### config.mk
export PLATFORM = sky130hd
export DESIGN_NAME = mmio_uart_tx
export DESIGN_NICKNAME = d
export VERILOG_FILES = /design/src/rtl/mmio_uart_tx.sv
export SDC_FILE = /design/constraint.sdc
export NUM_CORES = 1
export LEC_CHECK = 0
export CAP_MARGIN = 25
export CORE_UTILIZATION = 54
export CTS_CLUSTER_DIAMETER = 200
export DETAILED_ROUTE_END_ITERATION = 10
export PLACE_DENSITY = 0.85
export SETUP_SLACK_MARGIN = 0.05
export SLEW_MARGIN = 10
export SYNTH_ARGS = -nofsm -noshare
export SYNTH_HDL_FRONTEND = slang
export SYNTH_SLANG_ARGS = --single-unit
### constraint.sdc
create_clock -name clk -period 4.5 [get_ports clk]
set_clock_uncertainty 0.1 [all_clocks]
set_input_delay 0.45 -clock clk [delete_from_list [all_inputs] [get_ports clk]]
set_output_delay 0.45 -clock clk [all_outputs]
set_load 0.01 [all_outputs]
### src/rtl/mmio_uart_tx.sv
// Memory-mapped 8N1 UART transmitter with a small TX FIFO on the core data bus.
// Latency: push at edge N into an idle, empty block pops at N+1; tx drops after N+1.
// Backpressure: none, the core never stalls; pushes into a full FIFO are dropped and set sticky ovf.
//
// Ports:
//   clk, reset            rising-edge clock, synchronous active-high reset
//   addr, memWdata,
//   memWMask, isStore     core store/load bus; this block decodes addr[31:28] == BASE_NIB
//   sel, rdata            combinational select and read data (rdata = 0 when sel = 0)
//   tx                    registered serial line, idle high
//   txIdleIrq             registered: FIFO empty and transmitter idle
//
// Register map (word offset addr[3:2]):
//   0 TXDATA  write pushes memWdata[7:0] when memWMask[0]; reads 0
//   1 STATUS  {23'b0, parity_present, count[3:0], ovf, empty, full, busy};
//             write with memWMask[0] and memWdata[3] clears ovf
//   2,3       reserved
//
// Build option: define UART_PARITY_EN to insert an even-parity bit between data and stop.
module mmio_uart_tx #(
    parameter int         CLK_DIV    = 868,
    parameter int         FIFO_DEPTH = 8,
    parameter logic [3:0] BASE_NIB   = 4'h4
) (
    input  logic        clk,
    input  logic        reset,
    input  logic [31:0] addr,
    input  logic [31:0] memWdata,
    input  logic [3:0]  memWMask,
    input  logic        isStore,
    output logic        sel,
    output logic [31:0] rdata,
    output logic        tx,
    output logic        txIdleIrq
);

    localparam int AW = $clog2(FIFO_DEPTH);
    localparam int CW = AW + 1;
    localparam int BW = $clog2(CLK_DIV);
    localparam logic [CW-1:0] DEPTH_C   = CW'(FIFO_DEPTH);
    localparam logic [BW-1:0] BAUD_LAST = BW'(CLK_DIV - 1);

`ifdef UART_PARITY_EN
    localparam logic PARITY_PRESENT = 1'b1;
    typedef enum logic [2:0] {
        S_IDLE   = 3'd0,
        S_START  = 3'd1,
        S_DATA   = 3'd2,
        S_STOP   = 3'd3,
        S_PARITY = 3'd4
    } state_t;
`else
    localparam logic PARITY_PRESENT = 1'b0;
    typedef enum logic [2:0] {
        S_IDLE  = 3'd0,
        S_START = 3'd1,
        S_DATA  = 3'd2,
        S_STOP  = 3'd3
    } state_t;
`endif

    state_t          state_q, state_n;
    logic [BW-1:0]   baud_q, baud_n;
    logic [2:0]      idx_q, idx_n;
    logic [7:0]      data_q, data_n;
    logic            tx_n;
    logic            pop;
    logic            bit_end;

    logic [7:0]      mem [FIFO_DEPTH];
    logic [AW-1:0]   wptr_q, rptr_q;
    logic [CW-1:0]   count_q;
    logic            ovf_q;
    logic            full, empty, busy;
    logic            wr, push_req, push, ovf_clr;
    logic [8:0]      count_ext;
    logic [3:0]      count4;
    logic [31:0]     status_word;
    logic            unused_bits;

    // Bus decode
    assign sel      = (addr[31:28] == BASE_NIB);
    assign wr       = isStore & sel;
    assign push_req = wr & (addr[3:2] == 2'd0) & memWMask[0];
    assign ovf_clr  = wr & (addr[3:2] == 2'd1) & memWMask[0] & memWdata[3];

    // Full is judged on the pre-edge count, so a same-cycle pop never rescues a push
    assign full  = (count_q == DEPTH_C);
    assign empty = (count_q == '0);
    assign push  = push_req & ~full;
    assign busy  = (state_q != S_IDLE);

    assign count_ext = 9'(count_q);
    assign count4    = (count_ext > 9'd15) ? 4'hF : count_ext[3:0];
    assign status_word = {23'b0, PARITY_PRESENT, count4, ovf_q, empty, full, busy};

    always_comb begin
        rdata = '0;
        if (sel && addr[3:2] == 2'd1)
            rdata = status_word;
    end

    assign unused_bits = ^{addr[27:4], addr[1:0], memWdata[31:8], memWMask[3:1]};

    // FIFO storage has no reset; flushing is done by the pointers and count
    always_ff @(posedge clk) begin
        if (push)
            mem[wptr_q] <= memWdata[7:0];
    end

    always_ff @(posedge clk) begin
        if (reset) begin
            wptr_q  <= '0;
            rptr_q  <= '0;
            count_q <= '0;
            ovf_q   <= 1'b0;
        end else begin
            if (push)
                wptr_q <= wptr_q + AW'(1);
            if (pop)
                rptr_q <= rptr_q + AW'(1);
            case ({push, pop})
                2'b10:   count_q <= count_q + CW'(1);
                2'b01:   count_q <= count_q - CW'(1);
                default: ;
            endcase
            if (push_req && full)
                ovf_q <= 1'b1;
            else if (ovf_clr)
                ovf_q <= 1'b0;
        end
    end

    // Transmit FSM state register
    always_ff @(posedge clk) begin
        if (reset) begin
            state_q   <= S_IDLE;
            baud_q    <= '0;
            idx_q     <= '0;
            data_q    <= '0;
            tx        <= 1'b1;
            txIdleIrq <= 1'b0;
        end else begin
            state_q   <= state_n;
            baud_q    <= baud_n;
            idx_q     <= idx_n;
            data_q    <= data_n;
            tx        <= tx_n;
            txIdleIrq <= empty & (state_q == S_IDLE);
        end
    end

    // Next state; the baud counter restarts at 0 on every state entry
    always_comb begin
        state_n = state_q;
        baud_n  = baud_q + BW'(1);
        idx_n   = idx_q;
        data_n  = data_q;
        pop     = 1'b0;
        bit_end = (baud_q == BAUD_LAST);
        case (state_q)
            S_IDLE: begin
                baud_n = '0;
                if (!empty) begin
                    pop     = 1'b1;
                    data_n  = mem[rptr_q];
                    state_n = S_START;
                end
            end
            S_START: begin
                if (bit_end) begin
                    baud_n  = '0;
                    idx_n   = '0;
                    state_n = S_DATA;
                end
            end
            S_DATA: begin
                if (bit_end) begin
                    baud_n = '0;
                    if (idx_q == 3'd7) begin
`ifdef UART_PARITY_EN
                        state_n = S_PARITY;
`else
                        state_n = S_STOP;
`endif
                    end else begin
                        idx_n = idx_q + 3'd1;
                    end
                end
            end
`ifdef UART_PARITY_EN
            S_PARITY: begin
                if (bit_end) begin
                    baud_n  = '0;
                    state_n = S_STOP;
                end
            end
`endif
            S_STOP: begin
                if (bit_end) begin
                    baud_n = '0;
                    // Chain straight into the next frame with no idle gap
                    if (!empty) begin
                        pop     = 1'b1;
                        data_n  = mem[rptr_q];
                        state_n = S_START;
                    end else begin
                        state_n = S_IDLE;
                    end
                end
            end
            default: begin
                baud_n  = '0;
                state_n = S_IDLE;
            end
        endcase

        // tx is registered, so it is derived from the state being entered
        tx_n = 1'b1;
        case (state_n)
            S_START:  tx_n = 1'b0;
            S_DATA:   tx_n = data_n[idx_n];
`ifdef UART_PARITY_EN
            S_PARITY: tx_n = ^data_n;
`endif
            default:  tx_n = 1'b1;
        endcase
    end

endmodule

# Yosys cells after proc, flatten, opt, wreduce, memory -nomap -nowiden
# Memory sizes are Yosys's and may differ from the RTL's. A register that Yosys moved wholly into a read port is not among the register bits.
# Index checks and enable logic that the tools add are counted.
# totals
register_bits	37
latch_bits	0
ram_bits	64
rom_bits	0
inputBits	71
out_inout_bits	35
wordCells	80
mem_count	1
# memory_table
name	words	word_bits	rd	rd_ports_with_merged_regs	wr	line	rtl
mem	8	8	1	1	1	70	logic [7:0] mem [FIFO_DEPTH];
# op_classes
addsub	6
multipliers	0
div_mod_pow	0
order_cmp	2
eq_ne	12
shifts	0
mux	29
n_bitwise	10
reduce_logical	10
# op_table
op	count
$mux W3	10
$mux W8	3
$pmux W8 S2	1
$pmux W3 S4	1
$add A10 B1 Y10 const B	1
$eq A10 B10 Y1 const B	1
$add A3 B1 Y3 const B	3
$eq A3 B2 Y1 const B	3
$and A1 B1 Y1	8
$mux W1	8
$pmux W4 S2	1
$eq A3 B1 Y1 const B	2
$pmux W3 S2	1
$reduce_or A3 Y1	2
$add A4 B1 Y4 const B	1
$eq A2 B1 Y1 const B	2
$eq A4 B3 Y1 const B	1
$eq A4 B4 Y1 const B	1
$gt A4 B4 Y1 const B	1
$logic_not A4 Y1	1
$lt A3 B4 Y1 const B	1
$mux W4	1
$pmux W1 S2	2
$reduce_bool A2 Y1	2
other kinds (9)	11

# Depth between registers and ports, before layout
# Gate-level depths: netlist of run 1.
# logic_depth
ltp_word	7
mapped_depth	14
ltp_nobuf	13

# Worst setup path before layout of run 1
# No wires, ideal clock.
# synth_path
kind	input port to flip-flop
from	input port addr[29]
to	register count_q[2]
setup_time_ns	0.070
arrival_ns	3.144
required_time_ns	4.330
setup_slack_ns	1.186
path_stages	13
path_buffers	1
cell_sequence	nor4b_1 -> nor2b_1 -> and3_1 -> and3b_1 -> clkbuf_1 -> inv_2 -> ha_1 -> xor2_1 -> ha_1 -> a21oi_1 -> xor2_1 -> or3_1 -> a21oi_1
# synth_between
elab_chain_cells	7
elab_cells_between_ends	9
cone_classes	3 x eq/ne; 1 x mux; 4 x bitwise; 1 x reduce/logical
# synth_lines
element	line	rtl
start: declaration	27	input logic [31:0] addr,
$eq A4 B3 Y1 (*)	82	assign sel = (addr[31:28] == BASE_NIB);
$and A1 B1 Y1 (*)	83	assign wr = isStore & sel;
$and A1 B1 Y1 (*) (2 in series)	84	assign push_req = wr & (addr[3:2] == 2'd0) & memWMask[0];
$and A1 B1 Y1 (*)	90	assign push = push_req & ~full;
$eq A2 B1 Y1 / $eq A2 B2 Y1 (equally long branches)	122	case ({push, pop})
$pmux W4 S2 / $reduce_bool A2 Y1 (equally long branches)	--	
end signal: assignment	123	2'b10: count_q <= count_q + CW'(1);
end signal: assignment	124	2'b01: count_q <= count_q - CW'(1);
end: declaration	72	logic [CW-1:0] count_q;
# Every way passes the cells marked *; elsewhere a longest branch is shown, timed or not.
# A chain may end at the register's enable or synchronous reset.

# Final worst setup path of run 1
# Ends and elaborated chain as after synthesis.

==> impl_metrics.ini, run 1 <==
[outcome]
run_status = complete, no violations

[setup_path]
setup.reg_to_reg.worst_slack_ns = 1.49
worst_r2r_startpoint = baud_q[0]$_SDFF_PP0_
critPathMaxStageDelay_ns = 0.40
cp_cell_sequence = clkdlybuf4s50_1, nor4b_1, nor2b_1, and3_1, and3b_1, inv_2, ha_1, xor2_1, ha_1, a21oi_1, xor2_1, or3_1, a21oi_1
critical-path-slowest-cell = sky130_fd_sc_hd__clkdlybuf4s50_1
ff2ff_path_depth = 12
setup.worst_path.end_class = flip-flop
critical_path_arrival_ns = 3.54
rr_endpoint = count_q[2]$_SDFFE_PP0P_
kind_of_launch_point_of_the_worst_setup_path = input pin
path_class = input pin to flip-flop
critical_path_required_ns = 4.70
path_max_fanout = 7

[sta]
period_needed_ns = 3.347
transition_time_of_the_tightest_slew_check_pin_ns = 0.8941
timing.max_slew.rel_slack = 0.4017
whs_ns = 0.3775
report.final.setup_viol = 0
report.final.slew_viol_count = 0
rsz0062_at_grt = no
fin_setup_tns_ns = 0
max_freq_mhz = 298.8
finalCritPeriodShare = 0.7438
hold_violations = 0

[job]
maxCapViolations = 0

[synth]
synth_warnings = 0
ys_types = 52
synthesis.area_per_instance_sq_um = 13.35
synth-edff-count = 64
synth_top_flop_cell = sky130_fd_sc_hd__edfxtp_1
postSynth.asyncResetShare = 0
synth_seq_cells = 104
syn_inst = 352
synth.cell_area_sq_um = 4701
synth_seq_area_share = 0.5792

[final_layout]
most_common_cell_after_layout_fill_and_taps_aside = sky130_fd_sc_hd__edfxtp_1
mostFrequentLayoutCells = 64 x sky130_fd_sc_hd__edfxtp_1, 49 x sky130_fd_sc_hd__nor2_1, 40 x sky130_fd_sc_hd__dfxtp_1, 28 x sky130_fd_sc_hd__clkdlybuf4s50_1, 25 x sky130_fd_sc_hd__conb_1
register_area_sq_um = 2723
drive_gt1_frac = 0.1059
finish.net_count = 460
num_antenna_cells = 0
nFillCells = 632
multi_input_area_sq_um = 1770
area_delta_synth_final_pct = 9.742
finalNonFillerCells = 492

[route]
drt_drc_violations_left = 0
via_count_normalized_by_instance_count = 5.522
detail_route.first_pass.iterations = 4
vias = 2717
avgRoutedWirePerCell_um = 16.00
wl_mm = 7.873
detail_route.iter0.violations = 94
ant_nets = 0

[global_routing]
grt_overflow = 0
global_route.usage.total = 0.1893
grt_first_pass_wirelength_mm = 12.47
antenna_violations_before_repair = 0
first_global_vias = 2540
grt_start_max_net_pins = 25

[die]
die_x_um = 95.30
placeable_core_region_sq_um = 8341
floorplan.initialDensity = 0.5636
placementRows = 33
die_area_sq_um = 9082
ioPinCount = 106
die_height_um = 95.30

[power]
power_density_nw_per_um2 = 310.8
p_leak_uw = 0.001774
vdd.ir_drop.worst_mv = 0.2526

[min_path]
hp-class = flip-flop to flip-flop
worstHoldEndpoint = baud_q[0]$_SDFF_PP0_
min_path_cells = 1
hold_path.startpoint = baud_q[0]$_SDFF_PP0_

[cts]
cts_buffers = 9
ctsHoldBuffers = 0
post_cts.repair.setup_buffers = 0
cts_max_path_buffers = 2
cts_tree = built
cts_sinks = 104
worst_setup_hold_path_clk_slew_ns = 0.10
cts_root_buf = sky130_fd_sc_hd__clkbuf_8
post_cts_resized = 0
cts-htree-levels = 3
worst_skew_pair.late_latency_ns = 0.36

[placed_design]
port-buffer-count = 28
finalWeightedCongestion = 0.8319
place.detailed.instances = 476
place_hpwl_mm = 5.271
==> synthesized netlist by cell type, types with 2 or more instances <==
| library cell | number | area (sq um) |
|---|---|---|
| sky130_fd_sc_hd__clkbuf_1 | 12 | 45.04 |
| sky130_fd_sc_hd__buf_4 | 25 | 187.7 |
| sky130_fd_sc_hd__xor2_1 | 11 | 96.34 |
| sky130_fd_sc_hd__or3_1 | 2 | 12.51 |
| sky130_fd_sc_hd__o21a_1 | 2 | 15.01 |
| sky130_fd_sc_hd__a211o_1 | 2 | 17.52 |
| sky130_fd_sc_hd__a41oi_1 | 3 | 26.28 |
| sky130_fd_sc_hd__inv_1 | 4 | 15.01 |
| sky130_fd_sc_hd__a31oi_1 | 3 | 18.77 |
| sky130_fd_sc_hd__nor3_1 | 6 | 30.03 |
| sky130_fd_sc_hd__edfxtp_1 | 64 | 1922 |
| sky130_fd_sc_hd__nand2b_1 | 5 | 31.28 |
| sky130_fd_sc_hd__dfxtp_1 | 40 | 800.8 |
| sky130_fd_sc_hd__nor2_1 | 49 | 183.9 |
| sky130_fd_sc_hd__mux2i_1 | 13 | 130.1 |
| sky130_fd_sc_hd__nor4bb_1 | 2 | 20.02 |
| sky130_fd_sc_hd__nand4_1 | 2 | 12.51 |
| sky130_fd_sc_hd__xnor2_1 | 6 | 52.55 |
| sky130_fd_sc_hd__mux4_2 | 3 | 67.56 |
| sky130_fd_sc_hd__mux4_1 | 13 | 341.6 |
| sky130_fd_sc_hd__nand2_1 | 16 | 60.06 |
| sky130_fd_sc_hd__o21ai_0 | 4 | 20.02 |
| sky130_fd_sc_hd__nand3_1 | 4 | 20.02 |
| sky130_fd_sc_hd__ha_1 | 7 | 87.58 |
| sky130_fd_sc_hd__a21oi_1 | 8 | 40.04 |
| sky130_fd_sc_hd__mux2_2 | 9 | 101.4 |
| sky130_fd_sc_hd__and2_1 | 3 | 18.77 |
| sky130_fd_sc_hd__nor4_1 | 2 | 12.51 |
| sky130_fd_sc_hd__and3_1 | 8 | 50.05 |
| sky130_fd_sc_hd__and3b_1 | 2 | 17.52 |
==> registers in the layout (all words and copies together) (netlist names), named ones only <==
name       count
mem           64
baud_q        10
data_q         8
count_q        4
idx_q          3
rptr_q         3
state_q        3
wptr_q         3
ovf_q          1
tx             1
txIdleIrq      1
==> where the power goes <==
part / switching (uW) / internal (uW)
Sequential: 3.11 / 1010
Clock: 327 / 215
Combinational: 27.5 / 20.4
Total: 357 / 1250
==> cell families after synthesis <==
kind of cell / count (synthesis) / synth area share
buf+inv: 45 / 0.06335
simple gates: 109 / 0.1195
mux: 39 / 0.1411
compound gates: 30 / 0.04579
xor+xnor: 17 / 0.03167
other cells: 1 / 0.0007977
fa+ha+maj: 7 / 0.01863
flops: 104 / 0.5792
==> layout make-up <==
class | instances | area share
clock buffers | 10 | 0.02474
clock inverters | 6 | 0.01067
inverters | 5 | 0.003638
multi-input cells | 227 | 0.3432
flip-flops and latches | 104 | 0.5278
well taps | 105 | 0.02547
repair buffers | 35 | 0.06452
==> critical path, delay by kind of cell <==
family                   cells  cell delay [ns]
AND/OR/NAND/NOR              5             1.63
buffers and inverters        2             0.49
adder cells (fa/ha/maj)      2             0.44
AO/OA/AOI/OAI                2             0.29
XOR/XNOR                     2             0.25
==> how the worst max path moves through the flow <==
stage                                   end  slack (ns)  startpoint  depth (start not counted)
CTS                 count_q[2]$_SDFFE_PP0P_        1.17    addr[28]                         13
detailed placement  count_q[2]$_SDFFE_PP0P_        0.81    addr[28]                         13
floorplan           count_q[2]$_SDFFE_PP0P_        1.19    addr[29]                         13
global route        count_q[2]$_SDFFE_PP0P_        0.94    addr[28]                         13
finish              count_q[2]$_SDFFE_PP0P_        1.15    addr[29]                         13
global placement    count_q[2]$_SDFFE_PP0P_        0.89    addr[29]                         13
==> layer usage <==
metal  track usage  up-vias  part of all wire
met4       0.05177        0            0.0089
met5             0        -                 0
met3       0.05901       10             0.046
met2        0.3149       79              0.49
li1              -     1318                 -
met1        0.2394     1310              0.46
==> metrics by stage <==
stage / instance area (sq um) / utilization / total power, uW / setup WS, ns
6_report: 5159 / 0.6185 / 1603 / 1.153
5_1_grt: 5159 / 0.6185 / 1660 / 0.9391
4_1_cts: 5159 / 0.6185 / 1614 / 1.167
3_5_place_dp: 4976 / 0.5966 / 1083 / 0.8126
3_3_place_gp: 4976 / 0.5966 / 1082 / 0.8943
2_1_floorplan: 4791 / - / 1072 / 1.186
Note: power is estimated with default switching activity, not from simulation.
==> run 2, diff against run 1 <==
--- a/config.mk
+++ b/config.mk
@@ -6,10 +6,10 @@
 export NUM_CORES = 1
 export LEC_CHECK = 0
 export CAP_MARGIN = 25
-export CORE_UTILIZATION = 54
+export CORE_UTILIZATION = 50
 export CTS_CLUSTER_DIAMETER = 200
 export DETAILED_ROUTE_END_ITERATION = 10
-export PLACE_DENSITY = 0.85
+export PLACE_DENSITY = 0.79
 export SETUP_SLACK_MARGIN = 0.05
 export SLEW_MARGIN = 10
 export SYNTH_ARGS = -nofsm -noshare
==> constraint.sdc (replaced) <==
create_clock -name clk -period 3.3 [get_ports clk]
set_clock_uncertainty 0.1 [all_clocks]
set_input_delay 0.33 -clock clk [delete_from_list [all_inputs] [get_ports clk]]
set_output_delay 0.33 -clock clk [all_outputs]
set_load 0.01 [all_outputs]
==> run 2 against run 1 <==
Final area up 1.4%. First-iteration DRC count up 59%. Sequential share of layout area down 0.73 points. Sequential power up 37%. Combinational power up 39%. Largest power group unchanged. Worst hold slack better by 0.0056 ns. Core utilization down 4.7 points.
==> impl_metrics.ini, run 2 (synthesis gave the netlist of run 1 again) <==
[setup_path]
path_max_fanout = 5
kind_of_launch_point_of_the_worst_setup_path = input pin
critPathMaxStageDelay_ns = 0.40
critPathTopFamily = simple AND/OR/NAND/NOR gates
path_class = input pin to flip-flop
count_of_buffer_and_inverter_cells_on_the_critical_path = 2
cp_cell_sequence = clkdlybuf4s50_1, nor4b_1, nor2b_1, and3_1, and3b_1, inv_2, ha_1, xor2_1, ha_1, a21oi_1, xor2_1, or3_1, a21oi_1
critical-path-slowest-cell = sky130_fd_sc_hd__clkdlybuf4s50_1
setup.reg_to_reg.worst_slack_ns = 0.46
critical_path_arrival_ns = 3.07
setup.worst_path.end_class = flip-flop
critical_path_required_ns = 3.49

[cts]
worst_setup_hold_path_clk_slew_ns = 0.10
worst_skew_pair.late_latency_ns = 0.36
cts_max_path_buffers = 2
cts_tree = built
post_cts_resized = 0
cts-htree-levels = 3
ctsHoldBuffers = 0
post_cts.repair.setup_buffers = 0
cts_sinks = 104
cts_buffers = 9
cts_root_buf = sky130_fd_sc_hd__clkbuf_8

[sta]
fin_setup_tns_ns = 0
report.final.setup_viol = 0
rsz0062_at_grt = no
max_freq_mhz = 347.2
finalCritPeriodShare = 0.8727
hold_violations = 0
report.final.slew_viol_count = 0
period_needed_ns = 2.880

[final_layout]
multi_input_area_sq_um = 1770
drive_gt1_frac = 0.1241
mostFrequentLayoutCells = 64 x sky130_fd_sc_hd__edfxtp_1, 49 x sky130_fd_sc_hd__nor2_1, 40 x sky130_fd_sc_hd__dfxtp_1, 28 x sky130_fd_sc_hd__clkdlybuf4s50_1, 25 x sky130_fd_sc_hd__conb_1
num_antenna_cells = 0
most_common_cell_after_layout_fill_and_taps_aside = sky130_fd_sc_hd__edfxtp_1
nFillCells = 750
postLayoutCellArea_sq_um = 5231
largest_reg_flops = 64
area_delta_synth_final_pct = 11.29
largest-register = mem
largest_registers_ranked_by_flip_flop_count = mem x64, baud_q x10, data_q x8
register_area_sq_um = 2723
finish.net_count = 468

[global_routing]
antenna_violations_before_repair = 0
global_route.usage.total = 0.1743
grt_overflow = 0
grt_start_max_net_pins = 25
first_global_vias = 2540
grt_first_pass_wirelength_mm = 12.85

[die]
placementRows = 35
die_height_um = 98.96
floorplan.initialDensity = 0.5136
placeable_core_region_sq_um = 9153
die_x_um = 98.96
die_area_sq_um = 9793
ioPinCount = 106

[outcome]
run_status = complete, no violations

[route]
detail_route.iter0.violations = 149
detail_route.first_pass.iterations = 4
ant_nets = 0
vias = 2746
wl_mm = 8.079
drt_drc_violations_left = 0
via_count_normalized_by_instance_count = 5.427
avgRoutedWirePerCell_um = 15.97

[placed_design]
port-buffer-count = 28
place_hpwl_mm = 5.377
finalWeightedCongestion = 0.8293
postPlaceCellArea_sq_um = 5044

[power]
power_density_nw_per_um2 = 421.4
p_leak_uw = 0.001821
total_power_uw = 2204
vdd.ir_drop.worst_mv = 0.4111

[job]
maxCapViolations = 0

[min_path]
hp-class = flip-flop to flip-flop
## run 2: worst paths after layout
check                        from                       to  depth (start not counted)
max reg2reg  baud_q[0]$_SDFF_PP0_  count_q[2]$_SDFFE_PP0P_                         11
min          baud_q[0]$_SDFF_PP0_     baud_q[0]$_SDFF_PP0_                          1
max                      addr[29]  count_q[2]$_SDFFE_PP0P_                         13
min reg2reg  baud_q[0]$_SDFF_PP0_     baud_q[0]$_SDFF_PP0_                          1
## run 2: metrics by stage
stage | setup WS (ns) | std cells | utilization | hold slack, ns
2_1_floorplan | 0.1062 | 376 | - | 0.2991
3_3_place_gp | 0.1123 | 490 | 0.5511 | 0.3432
3_5_place_dp | 0.07150 | 490 | 0.5511 | 0.3646
4_1_cts | 0.4187 | 506 | 0.5716 | 0.3869
5_1_grt | 0.1221 | 506 | 0.5716 | 0.4167
6_report | 0.4201 | 506 | 0.5716 | 0.3831
## run 2: where the power goes
group	switching, uW	leakage [uW]	internal, uW
Clock	459	0.0000968	296
Combinational	38.3	0.000826	28.3
Sequential	3.56	0.000898	1380
## run 2: cell type report
type / instances / area share
multi-input cells: 227 / 0.3384
flip-flops and latches: 104 / 0.5204
clock inverters: 6 / 0.01148
repair buffers: 43 / 0.07510
clock buffers: 10 / 0.02440
well taps: 111 / 0.02655
inverters: 5 / 0.003588
## run 2: worst reg2reg max path, cell delays in order (launching register included)
cell and delay [ns]:
sky130_fd_sc_hd__dfxtp_1 0.38, sky130_fd_sc_hd__ha_1 0.23, sky130_fd_sc_hd__nor4b_4 0.36, sky130_fd_sc_hd__and4_1 0.27, sky130_fd_sc_hd__o21a_1 0.16, sky130_fd_sc_hd__ha_1 0.26
sky130_fd_sc_hd__xor2_1 0.18, sky130_fd_sc_hd__ha_1 0.16, sky130_fd_sc_hd__a21oi_1 0.05, sky130_fd_sc_hd__xor2_1 0.16, sky130_fd_sc_hd__or3_1 0.31, sky130_fd_sc_hd__a21oi_1 0.14
## run 2: metal layers
metal  part of all wire  up-vias  wire length (um)  GRT usage
li1                   -     1331                 -          -
met1               0.46     1327              3706     0.2259
met2               0.47       79              3818     0.2819
met3              0.053        9               430    0.04681
met4              0.015        0               125    0.06544
met5                  0        -                 0          0
